[src/rtl/counter_seq_ctrl.sv]
`default_nettype none
// ============================================================================
// Module   : counter_seq_ctrl
// Purpose  : Prescaled down-counter sequencer with config handshake, run
//            control, one-shot/auto-reload, done pulse and sticky irq.
// Revision : 1.0
// ============================================================================
module counter_seq_ctrl #(
  parameter int WIDTH = 4,
  parameter int DIV_W = 4
) (
  input  logic             clk,
  input  logic             rst_n,
  input  logic             cfg_valid,
  output logic             cfg_ready,
  input  logic [WIDTH-1:0] cfg_period,
  input  logic [DIV_W-1:0] cfg_div,
  input  logic             cfg_reload,
  input  logic             start,
  input  logic             stop,
  input  logic             pause,
  input  logic             irq_clr,
  output logic [WIDTH-1:0] count,
  output logic             tick,
  output logic             busy,
  output logic             done,
  output logic             irq
);

  typedef enum logic [1:0] {
    IDLE   = 2'd0,
    RUN    = 2'd1,
    PAUSED = 2'd2
  } state_t;

  state_t           state;
  logic [DIV_W-1:0] presc;
  logic [DIV_W-1:0] div_reg;
  logic [WIDTH-1:0] period_reg;
  logic             reload_reg;

  logic             cfg_fire;
  logic             start_fire;
  logic [WIDTH-1:0] eff_period;
  logic             terminal;
  logic             done_set;

  assign cfg_ready  = (state == IDLE);
  assign busy       = (state != IDLE);
  assign cfg_fire   = cfg_valid & cfg_ready;
  // A config accepted on the start edge is used immediately.
  assign eff_period = cfg_fire ? cfg_period : period_reg;
  assign start_fire = (state == IDLE) & start & ~stop;
  assign tick       = (state == RUN) & ~pause & ~stop & (presc == div_reg);
  assign terminal   = tick & (count == WIDTH'(1));
  assign done_set   = (start_fire & (eff_period == '0)) | terminal;

  always_ff @(posedge clk or negedge rst_n) begin
    if (!rst_n) begin
      state      <= IDLE;
      count      <= '0;
      presc      <= '0;
      div_reg    <= '0;
      period_reg <= '0;
      reload_reg <= 1'b0;
      done       <= 1'b0;
    end else begin
      done <= done_set;
      if (cfg_fire) begin
        period_reg <= cfg_period;
        div_reg    <= cfg_div;
        reload_reg <= cfg_reload;
      end
      case (state)
        IDLE: begin
          if (start_fire && (eff_period != '0)) begin
            count <= eff_period;
            presc <= '0;
            state <= RUN;
          end
        end
        RUN: begin
          if (stop) begin
            count <= '0;
            presc <= '0;
            state <= IDLE;
          end else if (pause) begin
            state <= PAUSED;
          end else if (tick) begin
            presc <= '0;
            if (count > WIDTH'(1)) begin
              count <= count - WIDTH'(1);
            end else if (terminal) begin
              if (reload_reg) begin
                count <= period_reg;
              end else begin
                count <= '0;
                state <= IDLE;
              end
            end
          end else begin
            presc <= presc + DIV_W'(1);
          end
        end
        PAUSED: begin
          if (stop) begin
            count <= '0;
            presc <= '0;
            state <= IDLE;
          end else if (!pause) begin
            state <= RUN;
          end
        end
        default: state <= IDLE;
      endcase
    end
  end

  // Set has priority over a coincident clear.
  always_ff @(posedge clk or negedge rst_n) begin
    if (!rst_n) begin
      irq <= 1'b0;
    end else if (done_set) begin
      irq <= 1'b1;
    end else if (irq_clr) begin
      irq <= 1'b0;
    end
  end

endmodule
`default_nettype wire
[config.mk]
export PLATFORM = sky130hd
export DESIGN_NAME = counter_seq_ctrl
export DESIGN_NICKNAME = d
export VERILOG_FILES = /design/src/rtl/counter_seq_ctrl.sv
export SDC_FILE = /design/constraint.sdc
export NUM_CORES = 1
export LEC_CHECK = 0
export ABC_AREA = 0
export ABC_CLOCK_PERIOD_IN_PS = 5550
export BUFFER_PORTS_ARGS = -buffer_cell sky130_fd_sc_hd__clkbuf_2
export CAP_MARGIN = 20
export CORE_ASPECT_RATIO = 1.25
export CORE_MARGIN = 1
export CORE_UTILIZATION = 58
export CTS_CLUSTER_DIAMETER = 150
export CTS_CLUSTER_SIZE = 14
export DETAILED_ROUTE_END_ITERATION = 8
export HOLD_SLACK_MARGIN = 0.05
export PLACE_DENSITY = 0.84
export SLEW_MARGIN = 10
export SYNTH_ARGS = -nofsm -noshare
export SYNTH_HDL_FRONTEND = slang
export SYNTH_SLANG_ARGS = --single-unit
[constraint.sdc]
create_clock -name clk -period 5.55 [get_ports clk]
set_clock_uncertainty 0.1 [all_clocks]
set_input_delay 1.11 -clock clk [delete_from_list [all_inputs] [get_ports clk]]
set_output_delay 1.11 -clock clk [all_outputs]
set_load 0.1 [all_outputs]
==> run metrics, run 1 <==
result of the run=finished, violations left; violations in the final reports=DRC; worst hold-check slack=0.3919 ns; number of standard cells after synthesis=~130; overflow left after global routing=0; chain of cells forming the critical path=clkbuf_2 > nand2b_1 > nor2_1 > clkbuf_2; nets in the synthesized netlist=148; final hold violation count=0; area share of the leading cell type in the synthesized netlist=between 40% and 50%; top library cells by usage in the layout, fill and taps aside=clkbuf_2, dfrtp_1, mux2_2; gpl congestion=0.8509; number of filler cells placed in the layout=163; final routed wire length divided by cell count=between 10 and 15 um; layout cell share with drive strength beyond 1=30.72%; syn avg cell area=10.29 sq um; setup slack of the most critical reg-to-reg path=about 3.5 ns; Post-Synthesis Cell Area=around 0.0013 sq mm; clock tree from TritonCTS=yes; Switching Power=0.0004974 W; setup violators final=0; Final Net Count=between 150 and 200; clock root buffer master=clkbuf_4; vias in the first global route=about 970; share of total power in the clock network=~7.5%; violation count after the first detailed-route iteration=38; delay of the slowest cell on the worst path=0.46 ns; WHS Path Cells=1; Final period util=a little under 60%; slew at the pin closest to its max-slew limit=0.5394 ns; cell area after placement=0.001431 sq mm; antenna violations before repair=0; count of standard-cell rows=18; max-slew headroom at the worst pin=64.19%; worst path buffer plus inverter count=2; endpoint of the worst hold-timing path=irq$_DFFE_PN0P_; startpoint class of the critical path=primary input; DIE HEIGHT=between 50 and 60 um; total setup buffers inserted after CTS=0; initial core utilization=approximately 63%; total number of vias=1040; worst hold-check path type=reg -> reg; count of input and output buffers=24; GRT Resource Usage Total=between 20% and 30%; Final min period=3.253 ns; Yosys warning count=0; sequential fraction of design power=about 29%; required time of the critical path=between 4 and 5 ns; total stage count of the critical path=4; Final Util=71.98%; half-perimeter wire length after detailed placement=2.060 mm; Worst-path clk slew=~0.12 ns; drt first pass iters=6; number of max-cap violations=0; worst endpoint data arrival time=2.04 ns; number of cells on the worst reg-to-reg path=5; internal power contribution=0.0004548 W; unrepaired setup endpoints after global routing=no; Worst Hold Launch=irq$_DFFE_PN0P_; final-layout setup total negative slack=0 ns; Sw Share=between 50% and 60%; final instance area=~0.0015 sq mm; largest cells by area after synthesis=dfrtp_1, mux2_2, ha_1; Synth area leader=dfrtp_1; wire length of the first global-routing pass=4.126 mm; final wirelength=2.572 mm; drt drc=3; die boundary width=44.12 um; most used cell along the critical path=clkbuf_2; standby leakage power=slightly below 0.7 nW; largest voltage drop on the vdd net=438.7 uV; largest buffer count on any clock path=2; Vias/cell=between 6 and 7; slowest cell on the critical path=clkbuf_2; hold_buf cts=0; maximum number of pins on one net before global-route repair=22; cell family contributing the most delay on the critical path=buffers and inverters; H-tree levels=1; P&R area growth vs syn=13.42%; Die Outline Area=~0.0024 sq mm; category of the critical setup timing path=in -> out; Antenna Violating Nets Remaining=0; crit end category=primary output; Clock Sinks=21; flop and latch count out of synthesis=21; most frequent standard cell in the layout excluding fill and tap cells=clkbuf_2; final antenna diode count=0; capture point of the worst reg-to-reg path=state[1]$_DFFE_PN0P_; sequential cell area fraction in the yosys report=40.86%; Gates resized, CTS repair=0; CP Max Fanout=6; Gate power share=a little under two thirds; clock insertion delay at the later pin of the skew report=0.30 ns; number of buffers created by CTS=3; io pins=25; FMAX=slightly above 0.3 GHz; number of distinct library cell variants in the gate-level netlist after synthesis=33; source of the worst register-to-register timing path=presc[0]$_DFFE_PN0P_; Power Dens Cells=roughly 650 mW/mm^2; number of pins exceeding their max-slew limit in the final report=0; floorplan core area=slightly above 0.002 sq mm
cell type report:
class                   instances  area (sq um)  area share [%]
multi-input cells              91         711.9           48.80
flip-flops and latches         21         525.5           36.02
repair buffers                 24         120.1           8.233
inverters                      13         48.80           3.345
well taps                      20         25.02           1.715
clock buffers                   3         22.52           1.544
clock inverters                 1         5.005          0.3431
per-layer routing:
metal	vias up	part of all wire, %	global-route usage (%)
met5	-	0	0
met4	0	0.54	8.586
met3	2	4.3	1.980
met2	30	53	42.89
met1	504	42	27.74
li1	504	-	-
Yosys cell counts:
master / instances
o31ai_1: 1
nand2_1: 12
or3b_1: 1
o2bb2ai_1: 4
o211ai_1: 1
xor2_1: 4
o31a_1: 1
nor2_4: 1
a311o_1: 2
mux2i_1: 1
o21ai_0: 3
a21oi_1: 11
ha_1: 7
dfrtp_1: 21
nand3b_1: 1
o22ai_1: 1
nand3_1: 3
inv_1: 13
nor4_1: 2
nor2_1: 4
nor4_4: 1
nand2b_4: 1
nor2b_1: 1
nand2b_1: 3
a31oi_1: 1
nor2b_2: 1
mux2_2: 15
o41ai_1: 1
nor3_1: 2
o21a_1: 1
o32ai_1: 1
a21o_1: 1
mux2_1: 2
stage by stage:
stage               cells  setup slack (ns)   power, W
finish                173             2.297  0.0009522
global route          173             2.202   0.001011
CTS                   173             2.295  0.0009572
detailed placement    169             2.301  0.0008834
global placement      169             2.336  0.0008619
floorplan             125             1.769  0.0007728
power by group through the flow:
stage	sequential, W	combinational (W)	clock, W
after floorplan	0.000355	0.000418	0
after global placement	0.000271	0.000591	0
after detailed placement	0.000277	0.000606	0
after CTS	0.000274	0.000609	0.0000749
after global routing	0.000281	0.000650	0.0000805
final	0.000274	0.000607	0.0000710
how the worst max path moves through the flow:
stage,start,endpoint,slack [ns]
2_1_floorplan,stop,tick,1.77
3_3_place_gp,stop,tick,2.34
4_1_cts,presc[0]$_DFFE_PN0P_,tick,2.30
6_report,stop,tick,2.30
3_5_place_dp,stop,tick,2.30
5_1_grt,presc[0]$_DFFE_PN0P_,tick,2.20
cell families (layout without fill, tap and decap cells):
group	count (synthesis)	after routing	synth area share [%]
fa+ha+maj	7	7	6.809
flops	21	21	40.86
simple gates	33	33	15.08
buf+inv	13	41	3.794
compound gates	29	29	15.08
xor+xnor	4	4	2.723
mux	18	18	15.66
Note: power is estimated with default switching activity, not from simulation.
==> run 2, diff against run 1 <==
ABC_AREA = 1   (was 0)
ABC_CLOCK_PERIOD_IN_PS = 2900   (was 5550)
CORE_UTILIZATION = 49   (was 58)
PLACE_DENSITY = 0.75   (was 0.84)
clock period = 2.9 ns   (was 5.55 ns; I/O delays follow)
==> run 2 against run 1 <==
Critical path type is now reg -> out. Setup slack lost 2.1 ns. Combinational power grew 96%. Hold slack lost 0.28 ns. Critical endpoint unchanged. Area after synthesis grew 7.8%. First-iteration DRC count grew 37%. Non-clock buffer count is the same. Highest routed layer unchanged. Largest cell class unchanged. Synthesized cell count grew 48%. The run now ends clean. Count of clock-buffer cells in the layout grew 1.
==> run metrics, run 2 <==
result of the run=finished, final reports clean; flop and latch count out of synthesis=21; antenna violations before repair=0; Yosys warning count=0; final wirelength=between 2 and 3 mm; Worst-path clk slew=roughly 0.11 ns; Final period util=between 90% and 100%; Final min period=approximately 2.8 ns; sequential cell area fraction in the yosys report=around 38%; Synth area leader=dfrtp_1; required time of the critical path=2.22 ns; total setup buffers inserted after CTS=0; share of async-settable or async-resettable flops after synthesis=between 90% and 100%; largest voltage drop on the vdd net=between 600 and 700 uV; DIE HEIGHT=between 60 and 70 um; setup violators final=0; violation count after the first detailed-route iteration=52; io pins=25; number of distinct library cell variants in the gate-level netlist after synthesis=25; maximum number of pins on one net before global-route repair=22; initial core utilization=51.73%; startpoint class of the critical path=register; worst hold-check path type=in -> async; floorplan core area=0.002680 sq mm; wire length of the first global-routing pass=between 4 and 5 mm; number of pins exceeding their max-slew limit in the final report=0; layout cell share with drive strength beyond 1=between 20% and 30%; standby leakage power=0.8528 nW; Post-Synthesis Cell Area=between 0.001 and 0.0015 sq mm; most frequent standard cell in the layout excluding fill and tap cells=nand2_1; number of standard cells after synthesis=~190; hold_buf cts=0; source of the worst register-to-register timing path=state[0]$_DFFE_PN0P_; Worst Setup Slack post-DPL=~0.45 ns; commonest cells in the netlist=nand2_1, inv_1, dfrtp_1; drt first pass iters=4; number of buffers created by CTS=3; drt drc=0; cell family contributing the most delay on the critical path=buffers and inverters; final antenna diode count=0; unrepaired setup endpoints after global routing=no; P&R area growth vs syn=11.19%; half-perimeter wire length after detailed placement=roughly 2.2 mm; overflow left after global routing=0; number of max-cap violations=0; delay of the slowest cell on the worst path=~0.44 ns; FMAX=~0.36 GHz; largest cells by area after synthesis=dfrtp_1, nand2_1, inv_1; H-tree levels=1; commonest register cell after synthesis=dfrtp_1; GRT Resource Usage Total=approximately a fifth; nets in the synthesized netlist=~210; Die Outline Area=slightly above 0.003 sq mm; Vias/cell=5.164; final instance area=~0.0015 sq mm; slowest cell on the critical path=dfrtp_1; Gates resized, CTS repair=0; clock tree from TritonCTS=yes; CP Max Fanout=5; final routed wire length divided by cell count=roughly 12 um; count of standard-cell rows=21; Final Net Count=234; syn avg cell area=7.494 sq um; gpl congestion=a little under 0.9; setup slack of the most critical reg-to-reg path=0.54 ns; chain of cells forming the critical path=inv_1 > ha_1 > nand2_1 > nor2_1 > nand3_1 > inv_1 > buf_2; Clock Sinks=21; origin of the worst setup path=state[1]$_DFFE_PN0P_; die boundary width=approximately 50 um; most frequently used cell type in the post-synthesis netlist=nand2_1; category of the critical setup timing path=reg -> out; total number of vias=1260; top library cells by usage in the layout, fill and taps aside=nand2_1, inv_1, clkbuf_2; final-layout setup total negative slack=0 ns; worst endpoint data arrival time=2.07 ns; cell area after placement=roughly 0.0015 sq mm; count of input and output buffers=24; crit end category=primary output; largest buffer count on any clock path=2; Power Dens Cells=roughly 1200 mW/mm^2; final hold violation count=0; max-slew headroom at the worst pin=~64%; area share of the leading cell type in the synthesized netlist=a little under two fifths; overall power after layout=around 0.0018 W; number of enable flip-flop cells after synthesis=0; vias in the first global route=around 1100; Antenna Violating Nets Remaining=0; slew at the pin closest to its max-slew limit=0.5442 ns; worst-case setup margin in the final layout=0.1482 ns; most used cell along the critical path=inv_1; clock root buffer master=clkbuf_4; worst path buffer plus inverter count=3; clock insertion delay at the later pin of the skew report=about 0.31 ns
## run 2: worst paths after layout
path                                     endpoint  cells past startpoint
setup reg to reg             count[1]$_DFFE_PN0P_                     12
max in group asynchronous  reload_reg$_DFFE_PN0N_                      1
setup / recovery                             tick                      7
hold / removal             div_reg[3]$_DFFE_PN0N_                      1
hold reg to reg            div_reg[3]$_DFFE_PN0N_                      2
min in group clk                  irq$_DFFE_PN0P_                      2
## run 2: cells by family (layout without fill, tap and decap cells)
kind of cell,count (synthesis),count (layout),synth area share (%)
AO/OA/AOI/OAI,23,23,9.838
XOR/XNOR,2,2,1.264
adder cells (fa/ha/maj),7,7,6.317
buffers and inverters,30,55,9.747
flip-flops,21,21,37.91
multiplexers,1,1,0.8122
AND/OR/NAND/NOR,101,101,34.12
## run 2: per-layer routing
layer	up-vias	GRT usage (%)	share of wire, %
met5	-	0	0
met4	0	12.24	3.3
met3	11	2.222	3.9
met2	42	37.26	49
met1	567	23.38	43
li1	640	-	-
## run 2: final cells by class
class | count | area, sq um
timing repair buffer | 24 | 120.1
tap | 34 | 42.54
inverter | 27 | 101.3
sequential | 21 | 525.5
multi-input combinational | 134 | 725.7
fill | 279 | 1139
clock buffer | 4 | 26.28
## run 2: stage by stage
step                utilization, %  instances  hold slack, ns
floorplan                        -        185          0.1844
global placement             56.54        240          0.4086
detailed placement           56.54        240          0.4267
CTS                          57.52        244          0.1294
global route                 57.52        244          0.1470
finish                       57.52        244          0.1155
## run 2: power breakdown
group | total (W) | internal [W] | leakage, nW | switching (W)
Clock | 0.000145 | 0.0000538 | 0.0150 | 0.0000907
Sequential | 0.000506 | 0.000401 | 0.266 | 0.000106
Combinational | 0.00119 | 0.000314 | 0.572 | 0.000879
==> run 3, diff against run 2 <==
--- a/config.mk
+++ b/config.mk
@@ -18,5 +18,4 @@
 export HOLD_SLACK_MARGIN = 0.05
 export PLACE_DENSITY = 0.75
-export SLEW_MARGIN = 10
 export SYNTH_ARGS = -nofsm -noshare
 export SYNTH_HDL_FRONTEND = slang
--- a/constraint.sdc
+++ b/constraint.sdc
@@ -3,3 +3,3 @@
 set_input_delay 0.58 -clock clk [delete_from_list [all_inputs] [get_ports clk]]
 set_output_delay 0.58 -clock clk [all_outputs]
-set_load 0.1 [all_outputs]
+set_load 0.05 [all_outputs]
==> run 3 against run 2 <==
Sequential share of layout area did not move. Fmax is 6.1% higher. Sequential power about the same. Critical endpoint unchanged.
==> run metrics, run 3 (synthesis gave the netlist of run 2 again) <==
delay of the slowest cell on the worst path=roughly 0.43 ns; Clock Sinks=21; max-slew headroom at the worst pin=roughly 65%; Final Net Count=234; final instance area=around 0.0015 sq mm; Final period util=between 80% and 90%; Die Outline Area=around 0.0030 sq mm; P&R area growth vs syn=11.19%; Worst Setup Slack post-DPL=roughly 0.57 ns; source of the worst register-to-register timing path=state[0]$_DFFE_PN0P_; H-tree levels=1; wire length of the first global-routing pass=between 4 and 5 mm; setup slack of the most critical reg-to-reg path=~0.63 ns; amount of wire on met2 after detailed routing=roughly 1.5 mm; slowest cell on the critical path=dfrtp_1; half-perimeter wire length after detailed placement=between 2 and 2.5 mm; overflow left after global routing=0; Final Util=between 50 and 60%; capture point of the worst reg-to-reg path=count[3]$_DFFE_PN0P_; final routed wire length divided by cell count=~12 um; maximum number of pins on one net before global-route repair=22; die boundary width=49.58 um; overall power after layout=~0.0017 W; count of standard-cell rows=21; Gates resized, CTS repair=0; drt first pass iters=4; Final min period=between 2 and 3 ns; post-route met1 wirelength=roughly 1.3 mm; chain of cells forming the critical path=inv_1 > ha_1 > nand2_1 > nor2_1 > nand3_1 > inv_1 > clkbuf_2; CP Max Fanout=5; setup violators final=0; number of filler cells placed in the layout=between 200 and 300; startpoint class of the critical path=register; slew at the pin closest to its max-slew limit=between 0.5 and 0.6 ns; total number of vias=approximately 1300; DIE HEIGHT=slightly above 60 um; Vias/cell=between 5 and 6; worst-case setup margin in the final layout=0.3064 ns; vias in the first global route=between 1000 and 1500; origin of the worst setup path=state[1]$_DFFE_PN0P_; hold_buf cts=0; standby leakage power=roughly 0.85 nW; number of pins exceeding their max-slew limit in the final report=0; cell family contributing the most delay on the critical path=simple AND/OR/NAND/NOR gates; detailed-routed wire length on met3=90 um; layout cell share with drive strength beyond 1=approximately a fifth; cell area after placement=between 0.0015 and 0.002 sq mm; most used cell along the critical path=inv_1; unrepaired setup endpoints after global routing=no; final-layout setup total negative slack=0 ns; final hold violation count=0; crit end category=primary output; final wirelength=slightly below 3 mm; count of input and output buffers=24; gpl congestion=slightly above 0.8; io pins=25; clock root buffer master=clkbuf_4; category of the critical setup timing path=reg -> out; uppermost routed layer=met4; violation count after the first detailed-route iteration=27; drt drc=0; worst path buffer plus inverter count=3; worst hold-check path type=in -> async; number of cells on the worst reg-to-reg path=12; Power Dens Cells=~1100 mW/mm^2; FMAX=between 0.3 and 0.4 GHz; largest buffer count on any clock path=2; Antenna Violating Nets Remaining=0; clock insertion delay at the later pin of the skew report=a little over 0.3 ns; top library cells by usage in the layout, fill and taps aside=nand2_1, inv_1, clkbuf_2; largest voltage drop on the vdd net=between 500 and 600 uV; required time of the critical path=~2.2 ns; worst endpoint data arrival time=~1.9 ns; number of buffers created by CTS=3; initial core utilization=51.73%; antenna violations before repair=0; clock tree from TritonCTS=yes; floorplan core area=around 0.0027 sq mm; result of the run=finished, final reports clean; GRT Resource Usage Total=approximately 22%; total setup buffers inserted after CTS=0; Worst-path clk slew=between 0.1 and 0.15 ns; number of max-cap violations=0; most frequent standard cell in the layout excluding fill and tap cells=nand2_1; final antenna diode count=0
run 3: changes by cell type in the layout (fill, tap and decap cells not counted):
cell / change
buf_2: -1
clkbuf_2: +1
run 3: how the worst max path moves through the flow:
stage | end | slack (ns) | cells after the start
after floorplan | presc[3]$_DFFE_PN0P_ | 0.69 | 14
after global placement | tick | 0.61 | 7
after detailed placement | tick | 0.57 | 7
after CTS | tick | 0.30 | 7
after global routing | tick | 0.13 | 7
final | tick | 0.31 | 7
run 3: area by class of cell:
cell class                      count  area (sq um)  area share (%)
Multi-Input combinational cell    134         725.7           47.08
Sequential cell                    21         525.5           34.09
Timing Repair Buffer               24         120.1           7.792
Inverter                           27         101.3           6.575
Tap cell                           34         42.54           2.760
Clock buffer                        4         26.28           1.705
run 3: metrics by stage:
stage,std cells,hold WS [ns]
after floorplan,185,0.1844
after global placement,240,0.4070
after detailed placement,240,0.4277
after CTS,244,0.1462
after global routing,244,0.1430
final,244,0.1240
run 3: power by group:
group | internal (W) | switching (W)
sequential | 0.000401 | 0.000102
clock | 0.0000537 | 0.0000935
combinational | 0.000314 | 0.000710
run 3: worst reg2reg max path: cells and delay by family (launching register included):
| kind | cells | cell delay, ns |
|---|---|---|
| flops | 1 | 0.43 |
| fa+ha+maj | 1 | 0.49 |
| simple gates | 10 | 1.09 |
| buf+inv | 1 | 0.10 |
run 3: routing by layer:
metal  up-vias  track usage (%)
met5         -                0
met4         0            7.347
met3         5            2.963
met2        28            39.00
met1       573            26.50
li1        648                -
